--- config.mk ---
export PLATFORM = sky130hd
export DESIGN_NAME = sgmii_enc8b10b
export DESIGN_NICKNAME = d
export VERILOG_FILES = /design/src/rtl/sgmii_enc8b10b.sv
export SDC_FILE = /design/constraint.sdc
export NUM_CORES = 1
export LEC_CHECK = 0
export CAP_MARGIN = 20
export CORE_MARGIN = 2
export CORE_UTILIZATION = 35
export CTS_CLUSTER_SIZE = 28
export DETAILED_ROUTE_END_ITERATION = 10
export SETUP_SLACK_MARGIN = 0.15
export SLEW_MARGIN = 20
export SYNTH_ARGS = -nofsm -noshare
export SYNTH_HDL_FRONTEND = slang
export SYNTH_SLANG_ARGS = --single-unit
--- constraint.sdc ---
create_clock -name i_Clk -period 7.8 [get_ports i_Clk]
set_input_delay 1.56 -clock i_Clk [delete_from_list [all_inputs] [get_ports i_Clk]]
set_output_delay 1.56 -clock i_Clk [all_outputs]
set_load 0.03 [all_outputs]
--- src/rtl/sgmii_enc8b10b.sv ---
// 8b/10b encoder for the SGMII/1000BASE-X PCS transmit path; one code group per clock.
// Latency: one clock from i_Valid to o10_Code/o_CodeValid; running disparity updates at the same edge.
// No back-pressure: every valid group is encoded; illegal K requests become K30.7 and are counted.
module sgmii_enc8b10b #(
  parameter logic pInitRD = 1'b1  // 1 = RD-, 0 = RD+
) (
  input  logic       i_Clk,
  input  logic       i_ARst,
  input  logic [7:0] i8_Data,
  input  logic       i_Ctrl,
  input  logic       i_Valid,
  output logic [9:0] o10_Code,
  output logic       o_CodeValid,
  output logic       o_CurrentParity,
  output logic       o_KErr,
  output logic       o_Comma,
  output logic [7:0] o8_KErrCnt
);

  // Running disparity is carried as an "RD-" flag throughout: 1 = RD-, 0 = RD+.

  // 5b/6b data table, RD- column (abcdei). The RD+ column is the complement
  // wherever this entry is unbalanced or is the D7 special 111000.
  function automatic logic [5:0] six_rdm(input logic [4:0] x);
    logic [5:0] r;
    case (x)
      5'd0:  r = 6'b100111;
      5'd1:  r = 6'b011101;
      5'd2:  r = 6'b101101;
      5'd3:  r = 6'b110001;
      5'd4:  r = 6'b110101;
      5'd5:  r = 6'b101001;
      5'd6:  r = 6'b011001;
      5'd7:  r = 6'b111000;
      5'd8:  r = 6'b111001;
      5'd9:  r = 6'b100101;
      5'd10: r = 6'b010101;
      5'd11: r = 6'b110100;
      5'd12: r = 6'b001101;
      5'd13: r = 6'b101100;
      5'd14: r = 6'b011100;
      5'd15: r = 6'b010111;
      5'd16: r = 6'b011011;
      5'd17: r = 6'b100011;
      5'd18: r = 6'b010011;
      5'd19: r = 6'b110010;
      5'd20: r = 6'b001011;
      5'd21: r = 6'b101010;
      5'd22: r = 6'b011010;
      5'd23: r = 6'b111010;
      5'd24: r = 6'b110011;
      5'd25: r = 6'b100110;
      5'd26: r = 6'b010110;
      5'd27: r = 6'b110110;
      5'd28: r = 6'b001110;
      5'd29: r = 6'b101110;
      5'd30: r = 6'b011110;
      default: r = 6'b101011;  // D31
    endcase
    return r;
  endfunction

  // 3b/4b data table, RD- column (fghj), with P7 for y = 7. The RD+ column is
  // the complement wherever this entry is unbalanced or is the D.x.3 1100.
  function automatic logic [3:0] four_rdm(input logic [2:0] y);
    logic [3:0] r;
    case (y)
      3'd0: r = 4'b1011;
      3'd1: r = 4'b1001;
      3'd2: r = 4'b0101;
      3'd3: r = 4'b1100;
      3'd4: r = 4'b1101;
      3'd5: r = 4'b1010;
      3'd6: r = 4'b0110;
      default: r = 4'b1110;
    endcase
    return r;
  endfunction

  function automatic logic [2:0] ones6(input logic [5:0] v);
    return {2'b00, v[0]} + {2'b00, v[1]} + {2'b00, v[2]} +
           {2'b00, v[3]} + {2'b00, v[4]} + {2'b00, v[5]};
  endfunction

  function automatic logic [2:0] ones4(input logic [3:0] v);
    return {2'b00, v[0]} + {2'b00, v[1]} + {2'b00, v[2]} + {2'b00, v[3]};
  endfunction

  // RD after a 6b sub-block; 000111 and 111000 count as unbalanced towards their tail.
  function automatic logic next_rd6(input logic rd_in, input logic [5:0] v);
    logic [2:0] n;
    logic       r;
    n = ones6(v);
    if (n > 3'd3)              r = 1'b0;
    else if (n < 3'd3)         r = 1'b1;
    else if (v == 6'b000111)   r = 1'b0;
    else if (v == 6'b111000)   r = 1'b1;
    else                       r = rd_in;
    return r;
  endfunction

  // RD after a 4b sub-block.
  function automatic logic next_rd4(input logic rd_in, input logic [3:0] v);
    logic [2:0] n;
    logic       r;
    n = ones4(v);
    if (n > 3'd2)      r = 1'b0;
    else if (n < 3'd2) r = 1'b1;
    else               r = rd_in;
    return r;
  endfunction

  logic [9:0] code_q,     code_d;
  logic       code_vld_q, code_vld_d;
  logic       rd_q,       rd_d;
  logic       kerr_q,     kerr_d;
  logic       comma_q,    comma_d;
  logic [7:0] kerr_cnt_q, kerr_cnt_d;

  logic [4:0] enc_x;
  logic [2:0] enc_y;
  logic       k_legal;
  logic       k_illegal;
  logic       is_k28;
  logic       use_alt;
  logic       rd_mid;
  logic       rd_end;
  logic [5:0] six_nat;
  logic [5:0] six_enc;
  logic [3:0] four_nat;
  logic [3:0] four_enc;
  logic       comma_grp;

  // Encode the incoming octet against the current running disparity.
  always_comb begin
    enc_x     = i8_Data[4:0];
    enc_y     = i8_Data[7:5];
    k_legal   = (enc_x == 5'd28) ||
                ((enc_y == 3'd7) && ((enc_x == 5'd23) || (enc_x == 5'd27) ||
                                     (enc_x == 5'd29) || (enc_x == 5'd30)));
    k_illegal = i_Ctrl && !k_legal;
    // An illegal K request is replaced by K30.7 so the line still carries a valid character.
    if (k_illegal) begin
      enc_x = 5'd30;
      enc_y = 3'd7;
    end
    is_k28    = i_Ctrl && (enc_x == 5'd28);
    comma_grp = is_k28 && ((enc_y == 3'd1) || (enc_y == 3'd5) || (enc_y == 3'd7));

    six_nat = is_k28 ? 6'b001111 : six_rdm(enc_x);
    if (rd_q || ((ones6(six_nat) == 3'd3) && (six_nat != 6'b111000))) begin
      six_enc = six_nat;
    end else begin
      six_enc = ~six_nat;
    end
    rd_mid = next_rd6(rd_q, six_enc);

    // Alternate 7 avoids a run of five identical bits across the sub-block boundary;
    // K.x.7 always uses it so the comma/control pattern stays distinct.
    use_alt = i_Ctrl ||
              (rd_mid  && ((enc_x == 5'd17) || (enc_x == 5'd18) || (enc_x == 5'd20))) ||
              (!rd_mid && ((enc_x == 5'd11) || (enc_x == 5'd13) || (enc_x == 5'd14)));
    if (enc_y == 3'd7) begin
      four_nat = use_alt ? 4'b0111 : 4'b1110;
    end else begin
      four_nat = four_rdm(enc_y);
    end

    // K28.1/.2/.5/.6 follow the group-start RD so the whole K28 character is
    // exactly complemented between RD- and RD+.
    if (is_k28 && ((enc_y == 3'd1) || (enc_y == 3'd2) || (enc_y == 3'd5) || (enc_y == 3'd6))) begin
      four_enc = rd_q ? four_nat : ~four_nat;
    end else if (rd_mid || ((ones4(four_nat) == 3'd2) && (four_nat != 4'b1100))) begin
      four_enc = four_nat;
    end else begin
      four_enc = ~four_nat;
    end
    rd_end = next_rd4(rd_mid, four_enc);
  end

  // Next-state: load a new group when valid, otherwise hold code/comma/RD and drop the strobes.
  always_comb begin
    code_d     = code_q;
    code_vld_d = 1'b0;
    rd_d       = rd_q;
    kerr_d     = 1'b0;
    comma_d    = comma_q;
    kerr_cnt_d = kerr_cnt_q;
    if (i_Valid) begin
      code_d     = {six_enc, four_enc};
      code_vld_d = 1'b1;
      rd_d       = rd_end;
      kerr_d     = k_illegal;
      comma_d    = comma_grp;
      if (k_illegal && (kerr_cnt_q != 8'hFF)) begin
        kerr_cnt_d = kerr_cnt_q + 8'd1;
      end
    end
  end

  // Output and disparity registers, cleared asynchronously.
  always_ff @(posedge i_Clk or posedge i_ARst) begin
    if (i_ARst) begin
      code_q     <= 10'd0;
      code_vld_q <= 1'b0;
      rd_q       <= pInitRD;
      kerr_q     <= 1'b0;
      comma_q    <= 1'b0;
      kerr_cnt_q <= 8'd0;
    end else begin
      code_q     <= code_d;
      code_vld_q <= code_vld_d;
      rd_q       <= rd_d;
      kerr_q     <= kerr_d;
      comma_q    <= comma_d;
      kerr_cnt_q <= kerr_cnt_d;
    end
  end

  assign o10_Code        = code_q;
  assign o_CodeValid     = code_vld_q;
  assign o_CurrentParity = rd_q;
  assign o_KErr          = kerr_q;
  assign o_Comma         = comma_q;
  assign o8_KErrCnt      = kerr_cnt_q;

endmodule

; ---- Word-level counts from Yosys, hierarchy flattened
; Memories as Yosys holds them, arrays and structs flattened.
; Index checks and enable logic that the tools add are counted.
[classes]
add_sub_neg = 17
magnitude_cmp = 4
eq_ne = 27
muxes = 18
bitwise_logic = 2
reduce_logical = 31
[op_table]
columns = operator, count
row1 = "5-bit equality test, second input constant", 9
row2 = 4-bit case mux with 7 select lines, 1
row3 = 3-bit by 1-bit adder with 3-bit output, 8
row4 = 4-bit 2-to-1 mux, 5
row5 = 1-bit logical OR, 17
row6 = "3-bit equality test, second input constant", 5
row7 = "5-bit by 4-bit equality test with 1-bit output, second input constant", 3
row8 = 2-bit by 1-bit adder with 3-bit output, 4
row9 = "3-bit by 2-bit equality test with 1-bit output, second input constant", 4
row10 = 6-bit 2-to-1 mux, 2
row11 = 1-bit logical AND, 10
row12 = 1-bit by 1-bit adder with 2-bit output, 4
row13 = "8-bit by 1-bit adder with 8-bit output, second input constant", 1
row14 = 1-bit 2-to-1 mux, 8
row15 = "8-bit != test, second input constant", 1
row16 = "6-bit by 3-bit equality test with 1-bit output, second input constant", 1
row17 = "6-bit equality test, second input constant", 1
row18 = "3-bit by 2-bit > comparator with 1-bit output, second input constant", 2
row19 = "3-bit by 2-bit < comparator with 1-bit output, second input constant", 2
row20 = "6-bit != test, second input constant", 1
row21 = 6-bit inverter, 1
row22 = 5-bit 2-to-1 mux, 1
row23 = "4-bit != test, second input constant", 1
row24 = 4-bit inverter, 1
row25 = other kinds (5), 6
[word_totals]
reg_bits = 22
rom_bits = 192
inputBits = 12
word_cells = 106
mem_count = 1
[memory_table]
columns = name, words, word_bits, read_ports, rd_clocked_by_memory_dff, write_ports, line
row1 = (no name shown), 32, 6, 1, 0, 0, 26  ; case (x)

; ---- Longest topological paths before layout
; Gate-level depths: netlist of the first run.
[logic_depth]
depth_word = 48
ltp_mapped = 54
depth_no_buf = 50

; ---- Worst setup path after synthesis of the first run
; OpenSTA, ideal clock, no wires.
[synth_path]
kind = input port to flip-flop
from = input port i8_Data[1]
to = register rd_q, in the netlist o_CurrentParity
arrival_time_ps = 12078
t_required_ps = 7727
slack_ps = -4351
stages = 49
path_cell_list = buf_2 -> nand4bb_1 -> a21oi_1 -> a21o_1 -> and2_1 -> inv_1 -> ha_1 -> clkbuf_1 -> nor4_1 -> a311oi_1 -> a311o_2 -> fa_1 -> inv_1 -> fa_1 -> inv_1 -> ha_1 -> inv_1 -> fa_1 -> (+13 left out) -> o221ai_1 -> inv_1 -> fa_1 -> ha_1 -> ha_1 -> nor3b_1 -> nand2_1 -> o211a_1 -> a31oi_1 -> o31a_2 -> xnor2_1 -> fa_1 -> inv_1 -> ha_1 -> ha_1 -> nor2_1 -> a31oi_1 -> a21oi_1
[synth_between]
elab_cells_between_ends = 90
classes_between = 16 x add/sub / 4 x order compare / 25 x eq/ne / 16 x mux / 2 x bitwise / 26 x reduce/logical / 1 x memory
[synth_rtl]
columns = item, line
row1 = "start, declared", 9  ; input logic [7:0] i8_Data,
row2 = 5-bit equality test, 139  ; ((enc_y == 3'd7) && ((enc_x == 5'd23) || (enc_x == 5'd27) ||
row3 = 1-bit logical OR (2 in a row), 139
row4 = 1-bit logical OR, 140  ; (enc_x == 5'd29) || (enc_x == 5'd30)));
row5 = 1-bit logical AND, 139
row6 = 1-bit logical OR, 138  ; k_legal = (enc_x == 5'd28) ||
row7 = 1-bit zero test, 141  ; k_illegal = i_Ctrl && !k_legal;
row8 = 1-bit logical AND, 141
row9 = 5-bit 2-to-1 mux *, 143  ; if (k_illegal) begin
row10 = (+12 left out), n/a
row11 = via six_enc[3], 129  ; logic [5:0] six_enc;
row12 = (+17 left out), n/a
row13 = 4-bit 2-to-1 mux, 173  ; end else if (rd_mid || ((ones4(four_nat) == 3'd2) && (four_nat != 4'b1100))) begin
row14 = 4-bit 2-to-1 mux, 171  ; if (is_k28 && ((enc_y == 3'd1) || (enc_y == 3'd2) || (enc_y == 3'd5) || (enc_y == 3'd6))) begin
row15 = 1-bit by 1-bit adder with 2-bit output, 86  ; return {2'b00, v[0]} + {2'b00, v[1]} + {2'b00, v[2]} + {2'b00, v[3]};
row16 = 2-bit by 1-bit adder with 3-bit output, 86
row17 = 3-bit by 1-bit adder with 3-bit output, 86
row18 = 3-bit by 2-bit < comparator with 1-bit output, 108  ; else if (n < 3'd2) r = 1'b1;
row19 = 1-bit 2-to-1 mux, 108
row20 = 1-bit 2-to-1 mux *, 107  ; if (n > 3'd2) r = 1'b0;
row21 = "end signal, assigned", 206  ; rd_q <= pInitRD;
row22 = "end signal, assigned", 213  ; rd_q <= rd_d;
row23 = "end, declared", 115  ; logic rd_q, rd_d;
; Mark *: on every way through the listed nets, which the timed path passes.
; A chain may end at the register's enable or synchronous reset.

; ---- Worst setup path in the final report of the first run
[layout_path]
from = input port i8_Data[7]
to = register rd_q, in the netlist o_CurrentParity
[layout_between]
elab_cells_between_ends = 83
classes_between = 16 x add/sub / 4 x order compare / 21 x eq/ne / 16 x mux / 2 x bitwise / 23 x reduce/logical / 1 x memory
[layout_rtl]
columns = item, line
row1 = 3-bit equality test *, 139
row2 = 1-bit logical AND *, 139
row3 = 1-bit logical OR *, 138
row4 = 1-bit zero test *, 141
row5 = 1-bit logical AND *, 141
row6 = 5-bit 2-to-1 mux *, 143
row7 = "parallel branches: the longest is 2 deep, another holds memory read 32 x 6 bit", n/a
row8 = 6-bit 2-to-1 mux *, 150  ; six_nat = is_k28 ? 6'b001111 : six_rdm(enc_x);
row9 = (+9 left out), n/a
row10 = via six_enc[3], 129
row11 = (+17 left out), n/a
row12 = 4-bit 2-to-1 mux, 173
row13 = 4-bit 2-to-1 mux, 171
row14 = 1-bit by 1-bit adder with 2-bit output, 86
row15 = 2-bit by 1-bit adder with 3-bit output, 86
row16 = 3-bit by 1-bit adder with 3-bit output, 86
row17 = 3-bit by 2-bit < comparator with 1-bit output, 108
row18 = 1-bit 2-to-1 mux, 108
row19 = 1-bit 2-to-1 mux *, 107
; Marked as above.

==> results of run 1 <==
## sequential cells by signal (all words and copies together) (netlist names)
register and cells:
o_CurrentParity 1, o_Comma 1, o10_Code 10, o_KErr 1
o_CodeValid 1, o8_KErrCnt 8
## final timing paths
kind | startpoint | cells past startpoint | end | slack, ps
max | i8_Data[7] | 50 | o_CurrentParity | -3490
min | o8_KErrCnt[4] | 1 | o8_KErrCnt[4] | 500
max reg2reg | o_CurrentParity | 30 | o_CurrentParity | 1180
min reg2reg | o8_KErrCnt[4] | 1 | o8_KErrCnt[4] | 500
max in group asynchronous | i_ARst | 2 | o10_Code[4] | 5540
min in group asynchronous | i_ARst | 2 | o8_KErrCnt[5] | 1750
## area by class of cell
| cell class | count | area share |
|---|---|---|
| clock inverter | 1 | 0.00676 |
| sequential | 22 | 0.124 |
| multi-input combinational | 256 | 0.534 |
| inverter | 33 | 0.0285 |
| tap | 102 | 0.0287 |
| timing repair buffer | 144 | 0.269 |
| clock buffer | 3 | 0.00930 |
## timing repair
| action | 4_1_cts | 5_1_grt |
|---|---|---|
| buffers inserted | 12 | 9 |
| endpoints found under the setup margin | 5 | 5 |
| pin swaps | 35 | 6 |
| resized for setup | 47 | 22 |
## worst reg2reg max path: cells and delay by family (launching register included)
| family | cells | cell delay (ps) |
|---|---|---|
| compound gates | 8 | 1310 |
| xor+xnor | 2 | 320 |
| fa+ha+maj | 10 | 3290 |
| buf+inv | 6 | 540 |
| flops | 1 | 650 |
| simple gates | 4 | 450 |
## stage by stage
| step | utilization | cell area, sq um |
|---|---|---|
| 6_report | 0.569 | 4440 |
| 5_1_grt | 0.569 | 4440 |
| 4_1_cts | 0.546 | 4260 |
| 3_5_place_dp | 0.512 | 4000 |
| 3_3_place_gp | 0.512 | 4000 |
| 2_1_floorplan | - | 3040 |
## logic make-up after synthesis
group | Yosys count
DFF | 22
adders and majority gates | 27
and+or+nand+nor | 111
AOI/OAI and AO/OA | 89
muxes | 9
buffers and inverters | 53
xor gates and xnor gates | 20
## cell usage after synthesis (4+ instances only)
cell | number | area (sq um)
a21o_1 | 4 | 30.0
a21oi_1 | 16 | 80.1
a31oi_1 | 4 | 25.0
and2_1 | 4 | 25.0
buf_2 | 7 | 35.0
buf_6 | 7 | 78.8
dfrtp_1 | 21 | 526
fa_1 | 7 | 140
ha_1 | 20 | 250
inv_1 | 30 | 113
mux2_2 | 7 | 78.8
nand2_1 | 17 | 63.8
nand2b_1 | 8 | 50.1
nand3_1 | 13 | 65.1
nand4b_1 | 4 | 35.0
nor2_1 | 25 | 93.8
nor2b_1 | 4 | 25.0
nor3_1 | 7 | 35.0
o2111ai_1 | 4 | 35.0
o211ai_1 | 7 | 52.6
o21ai_0 | 7 | 35.0
xnor2_1 | 12 | 105
xor2_1 | 7 | 61.3
## per-layer routing
| layer | up-vias | part of all wire | GRT usage |
|---|---|---|---|
| met3 | 8 | 0.028 | 0.0184 |
| li1 | 1454 | - | - |
| met2 | 51 | 0.50 | 0.349 |
| met1 | 1418 | 0.46 | 0.250 |
| met5 | - | 0 | 0 |
| met4 | 0 | 0.0088 | 0.0411 |
==> metrics.cfg, run 1 <==
[die]
initial_utilization=0.366
die_area_sq_um=8910
die_h_um=94.4
core-area_sq_um=7810
ios=34
placementRows=32
dieWidth_um=94.4

[worst_setup_path]
worst_setup_path_end_kind=register
path_delay_family=adder cells
path_class=input port to register
startpoint_type=input port
path_max_fanout=4
arrival_ps=11470
critPathMostFrequentCell=fa_1
path_buf_inv=11
cp.required_ps=7980
cp_slowest_cell=fa_1
cp_slowest_stage_delay_ps=560

[clock_network]
cts_buffers=3
htree_levels=1
root_buffer=clkbuf_8
cts.hold.buffers_added=0
clockBufferDepth=2
clk_pin_slew_ps=90
cts_sinks=22
clk-insertion-delay-late_ps=270
cts_tree=yes

[grt]
grt_pass1_wl_um=14000
grt_pass1_vias=3041
grt_max_degree=32
antenna_found_initial=0
grt.overflow.total=0
grt_usage=0.193

[synth]
synth_area_per_cell_sq_um=8.64
synth_ff_type=dfrtp_1
synth_area_sq_um=2860
synth_xor_area_frac=0.0639
synth_mux_area_frac=0.0359
ys_seq_area_frac=0.193
synth_nets=370
yosysUniqueCellTypes=83
synth_top_family_by_area=compound AO/OA/AOI/OAI gates
synth_fa_ha_area_frac=0.137
yosys.area_share.simple=0.218
synth_cells=331
synth_compound_area_frac=0.258
ys_ff_latch=22
yosys_warnings=0
async_flop_share=1.00
synth_edf_count=0

[layout]
layout.nets=499
layout-drive-gt1-share=0.436
final_common_cell=buf_4
fill_cells=703
antenna_cells=0
ff_latch_area_sq_um=552
multi_input_area_sq_um=2370
layout_common_cells=buf_4 (100), clkdlybuf4s50_1 (24), inv_1 (23), nor2_1 (23), dfrtp_1 (21)
syn_to_final_growth_pct=55.3
final_cells=561

[detailed_routing]
route.detailed.drc=0
vias=2931
drt_iter0_drc=116
viasPerCell=5.22
routedWlPerCell_um=15.0
wl_um=8420
final_antenna_net_count=0
drtPass1Iterations=4

[sta]
relSlewSlack=0.451
setup_slack_ps=-3490
holdWs_ps=498
finClkSkew_ps=4.57
hold_violations=0
drv_slew=0
fin_crit_sh=1.45
period_minus_slack_ps=11290
worst_pin_slew_ps=822
rsz0062_at_grt=yes
fmax_mhz=88.6
setup_tns_ps=-14590
finalSetupViolCount=5

[place]
place_inst=536
dp_slack_ps=-4270
io_buffers=33
dp_hpwl_um=6200
gp_routability_congestion=0.876

[outcome]
violations=negative setup slack
status=finished with violations

[run]
drv_cap=0

[worst_hold_path]
min_path_type=register to register

Power of run 1 is left out: the tool's default activity adds up to more than one toggle a clock period on the data nets, which glitch-free logic cannot reach.
==> inputs of run 2 (changes only) <==
==> constraint.sdc (replaced) <==
create_clock -name i_Clk -period 14.5 [get_ports i_Clk]
set_input_delay 2.9 -clock i_Clk [delete_from_list [all_inputs] [get_ports i_Clk]]
set_output_delay 2.9 -clock i_Clk [all_outputs]
set_load 0.03 [all_outputs]
==> run 2 against run 1 <==
Effect of this change: the flow now finishes without violations; non-clock buffer count fell by 86; hold slack barely moved; critical endpoint unchanged; count of clock-buffer cells in the layout did not move; utilization fell by 12 points; largest cell class unchanged.
==> metrics.cfg, run 2 (same netlist as run 1, synthesis figures left out) <==
[outcome]
status=completed  ; was finished with violations

[detailed_routing]
viasPerCell=5.49  ; was 5.22
route.detailed.drc=0  ; unchanged
wl_um=7080  ; was 8420 um
drt_iter0_drc=110  ; was 116
drtPass1Iterations=4  ; unchanged
routedWlPerCell_um=14.9  ; was 15.0 um
vias=2608  ; was 2,931
final_antenna_net_count=0  ; unchanged

[worst_setup_path]
cp_slowest_stage_delay_ps=550  ; was 560 ps
cp.required_ps=14700  ; was 7980 ps
arrival_ps=13890  ; was 11,470 ps
worst_setup_path_end_kind=register  ; unchanged
startpoint_type=input port  ; unchanged
path_max_fanout=7  ; was 4
cp_slowest_cell=fa_1  ; unchanged
critPathMostFrequentCell=ha_1  ; was fa_1
path_class=input port to register  ; unchanged

[layout]
largest_register_ffs=10  ; unchanged
fill_cells=761  ; was 703
final_cell_area_sq_um=3500  ; was 4440 sq um
layout.nets=413  ; was 499
antenna_cells=0  ; unchanged
layout-drive-gt1-share=0.204  ; was 0.436
syn_to_final_growth_pct=22.3  ; was 55.3%
layout_common_cells=inv_1 (30), clkdlybuf4s50_1 (30), nor2_1 (25), buf_4 (25), dfrtp_1 (21)  ; was buf_4 (100), clkdlybuf4s50_1 (24), inv_1 (23), nor2_1 (23), dfrtp_1 (21)

[die]
die_area_sq_um=8910  ; unchanged
core-area_sq_um=7810  ; unchanged
ios=34  ; unchanged
die_h_um=94.4  ; unchanged
placementRows=32  ; unchanged
initial_utilization=0.366  ; unchanged
dieWidth_um=94.4  ; unchanged

[grt]
antenna_found_initial=0  ; unchanged
grt_pass1_vias=2478  ; was 3,041
grt_max_degree=32  ; unchanged
grt_pass1_wl_um=12000  ; was 14,000 um
grt_usage=0.166  ; was 0.193
grt.overflow.total=0  ; unchanged

[clock_network]
htree_levels=1  ; unchanged
root_buffer=clkbuf_8  ; unchanged
cts.hold.buffers_added=0  ; unchanged
cts_buffers=3  ; unchanged
cts_sinks=22  ; unchanged
cts_tree=yes  ; unchanged
clockBufferDepth=2  ; unchanged
clk-insertion-delay-late_ps=260  ; was 270 ps
clk_pin_slew_ps=80  ; was 90 ps

[sta]
setup_slack_ps=803  ; was -3490 ps
drv_slew=0  ; unchanged
holdWs_ps=497  ; was 498 ps
setup_tns_ps=0  ; was -14,590 ps
finClkSkew_ps=6.01  ; was 4.57 ps
hold_violations=0  ; unchanged
period_minus_slack_ps=13700
finalSetupViolCount=0  ; was 5
fmax_mhz=73.0
worst_pin_slew_ps=833  ; was 822 ps
rsz0062_at_grt=no  ; was yes
fin_crit_sh=0.945
relSlewSlack=0.444  ; was 0.451

[place]
io_buffers=33  ; unchanged
dpl_cell_area_sq_um=3330  ; was 4000 sq um
dp_hpwl_um=5490  ; was 6200 um
dp_slack_ps=159  ; was -4270 ps
gp_routability_congestion=0.889  ; was 0.876

[run]
drv_cap=0  ; unchanged

[worst_hold_path]
min_path_type=register to register  ; unchanged

-- run 2: worst paths after layout --
path,start,to,slack [ps],cells past startpoint
setup reg to reg,o_CurrentParity,o_CurrentParity,7610,29
max in group asynchronous,i_ARst,o_Comma,10880,2
hold reg to reg,o_Comma,o_Comma,500,1
setup / recovery,i8_Data[1],o_CurrentParity,800,49
hold / removal,o_Comma,o_Comma,500,1
min in group asynchronous,i_ARst,o10_Code[0],3110,2
-- run 2: cell type report --
class | count | area, sq um | area share
Tap cell | 102 | 128 | 0.0365
Clock buffer | 3 | 41.3 | 0.0118
Inverter | 33 | 124 | 0.0354
Timing Repair Buffer | 58 | 526 | 0.150
Multi-Input combinational cell | 256 | 2100 | 0.600
Clock inverter | 1 | 30.0 | 0.00859
Sequential cell | 22 | 552 | 0.158
-- run 2: per-layer routing --
metal	track usage	vias up	share of wire
met4	0.0266	0	0.0049
met3	0.0239	4	0.029
met2	0.274	57	0.49
met5	0	-	0
li1	-	1290	-
met1	0.234	1257	0.48
-- run 2: critical path, delay by kind of cell --
family | cells | cell delay [ps]
multiplexers | 1 | 250
XOR/XNOR | 2 | 290
AND/OR/NAND/NOR | 10 | 1560
AO/OA/AOI/OAI | 11 | 2420
buffers and inverters | 10 | 1190
adder cells (fa/ha/maj) | 15 | 5250
-- run 2: repair_timing --
action | 4_1_cts | 5_1_grt
gates resized for setup | 0 | 12
buffers inserted | 0 | 3
endpoints found under the setup margin | 0 | 1
-- run 2: metrics by stage --
stage,cells,util
after detailed placement,468,0.427
after global routing,475,0.448
after CTS,472,0.436
after floorplan,331,-
final,475,0.448
after global placement,468,0.427
Power of run 2 is left out for the same reason.
==> inputs of run 3 (changes only) <==
--- a/config.mk
+++ b/config.mk
@@ -6,10 +6,11 @@
 export NUM_CORES = 1
 export LEC_CHECK = 0
 export CAP_MARGIN = 20
-export CORE_MARGIN = 2
+export CORE_MARGIN = 3
 export CORE_UTILIZATION = 35
 export CTS_CLUSTER_SIZE = 28
 export DETAILED_ROUTE_END_ITERATION = 10
+export RECOVER_POWER = 100
 export SETUP_SLACK_MARGIN = 0.15
 export SLEW_MARGIN = 20
 export SYNTH_ARGS = -nofsm -noshare
==> run 3 against run 2 <==
Effect of this change: sequential share of layout area grew 0.21 points; highest routed layer unchanged; fmax down 0.49%; first-iteration DRC count rose by 55%; critical path depth down 2; utilization down 0.82 points.
==> metrics.cfg, run 3 (same netlist as run 1, synthesis figures left out) <==
[worst_hold_path]
hold_depth=1  ; unchanged
min_path_type=register to register  ; unchanged
holdPathEnd=o_Comma  ; unchanged
hold_path_startpoint=o_Comma  ; unchanged

[worst_setup_path]
cp_slowest_stage_delay_ps=560  ; was 550 ps
arrival_ps=13930  ; was 13,890 ps
worst_setup_path_end_kind=register  ; unchanged
worstReg2RegStart=o_CurrentParity  ; unchanged
path_max_fanout=9  ; was 7
worstRegToRegCells=28  ; was 29
r2r_end=o_CurrentParity  ; unchanged
ff2ff_setup_slack_ps=7620  ; was 7610 ps
cp.required_ps=14670  ; was 14,700 ps
cp_slowest_cell=fa_1  ; unchanged
path_class=input port to register  ; unchanged
startpoint_type=input port  ; unchanged

[sta]
finClkSkew_ps=2.28  ; was 6.01 ps
fmax_mhz=72.6  ; was 73.0 MHz
hold_violations=0  ; unchanged
worst_pin_slew_ps=796  ; was 833 ps
drv_slew=0  ; unchanged
finalSetupViolCount=0  ; unchanged
period_minus_slack_ps=13770  ; was 13,700 ps
rsz0062_at_grt=no  ; unchanged
fin_crit_sh=0.949  ; was 0.945
relSlewSlack=0.468  ; was 0.444
setup_tns_ps=0  ; unchanged

[layout]
ff_latch_area_sq_um=552  ; unchanged
layout-drive-gt1-share=0.195  ; was 0.204
layout.nets=410  ; was 413
largest_register_ffs=10  ; unchanged
fill_cells=802  ; was 761
multi_input_area_sq_um=2080  ; was 2100 sq um
layout_common_cells=inv_1 (30), nor2_1 (25), dlygate4sd3_1 (24), buf_4 (22), dfrtp_1 (21)  ; was inv_1 (30), clkdlybuf4s50_1 (30), nor2_1 (25), buf_4 (25), dfrtp_1 (21)
final_common_cell=inv_1
syn_to_final_growth_pct=20.7  ; was 22.3%
antenna_cells=0  ; unchanged

[clock_network]
clk_pin_slew_ps=80  ; about the same
clockBufferDepth=2  ; unchanged
cts.hold.buffers_added=0  ; unchanged
cts_buffers=3  ; unchanged
cts_tree=yes  ; unchanged
cts_sinks=22  ; unchanged
root_buffer=clkbuf_8  ; unchanged
clk-insertion-delay-late_ps=260  ; about the same
htree_levels=1  ; unchanged

[detailed_routing]
dr_wl_met3_um=331  ; was 208 um
final_antenna_net_count=0  ; unchanged
wl_met2_um=3460  ; was 3440 um
wl_met1_um=3290  ; was 3400 um
route.detailed.drc=0  ; unchanged
routed.top_layer=met4  ; unchanged
wl_um=7150  ; was 7080 um
routedWlPerCell_um=15.1  ; was 14.9 um
viasPerCell=5.44  ; was 5.49
vias=2568  ; was 2,608
drt_iter0_drc=171  ; was 110
drtPass1Iterations=5  ; was 4

[die]
core-area_sq_um=7850  ; was 7810 sq um
die_h_um=96.4  ; was 94.4 um
initial_utilization=0.364  ; was 0.366
die_area_sq_um=9290  ; was 8910 sq um
ios=34  ; unchanged
placementRows=32  ; unchanged
dieWidth_um=96.4  ; was 94.4 um

[grt]
antenna_found_initial=0  ; unchanged
grt.overflow.total=0  ; unchanged
grt_pass1_vias=2502  ; was 2,478
grt_max_degree=32  ; unchanged
grt_pass1_wl_um=11800  ; was 12,000 um
grt_usage=0.156  ; was 0.166

[outcome]
status=completed  ; unchanged

[place]
io_buffers=33  ; unchanged
gp_routability_congestion=0.917  ; was 0.889
dp_hpwl_um=5510  ; was 5490 um

[run]
drv_cap=0  ; unchanged

## run 3: cell types whose count changed in the layout (fill, tap and decap cells not counted), sizes merged
cell,delta
buf,-3
clkdlybuf4s50,-23
dlygate4sd3,+24
dlymetal6s2s,-1
## run 3: critical path: cells and delay by family
family | cells | cell delay, ps
AOI/OAI and AO/OA | 13 | 2770
xor gates and xnor gates | 2 | 290
adders and majority gates | 15 | 5390
buffers and inverters | 9 | 1000
and+or+nand+nor | 8 | 1560
## run 3: what timing repair did
| item | in CTS | in global routing |
|---|---|---|
| buffers inserted | 0 | 4 |
| endpoints found under the setup margin | 0 | 1 |
| resized for setup | 0 | 11 |
## run 3: how the worst max path moves through the flow
stage,cells past startpoint,end,startpoint
4_1_cts,47,o_CurrentParity,i8_Data[3]
6_report,47,o_CurrentParity,i8_Data[1]
3_5_place_dp,47,o_CurrentParity,i8_Data[3]
5_1_grt,48,o_CurrentParity,i8_Data[1]
2_1_floorplan,49,o_CurrentParity,i8_Data[1]
3_3_place_gp,47,o_CurrentParity,i8_Data[3]
## run 3: stage by stage
| stage | hold slack (ps) | area [sq um] | std cells | util | worst slack [ps] |
|---|---|---|---|---|---|
| final | 488 | 3450 | 472 | 0.440 | 735 |
| after global routing | 516 | 3450 | 472 | 0.440 | 33.2 |
| after CTS | 499 | 3380 | 468 | 0.430 | 256 |
| after detailed placement | 485 | 3300 | 464 | 0.421 | 30.3 |
| after global placement | 468 | 3300 | 464 | 0.421 | 277 |
| after floorplan | 571 | 2860 | 331 | - | 1010 |
## run 3: layer usage
metal,up-vias,GRT usage
li1,1279,-
met1,1215,0.222
met2,64,0.256
met3,10,0.0178
met4,0,0.0327
met5,-,0
## run 3: final cells by class
| type | count | share of cell area |
|---|---|---|
| clock buffer | 3 | 0.0120 |
| clock inverter | 1 | 0.00870 |
| inverter | 33 | 0.0359 |
| timing repair buffer | 55 | 0.145 |
| multi-input combinational | 256 | 0.602 |
| tap | 102 | 0.0370 |
| sequential | 22 | 0.160 |
Power of run 3 is left out for the same reason.
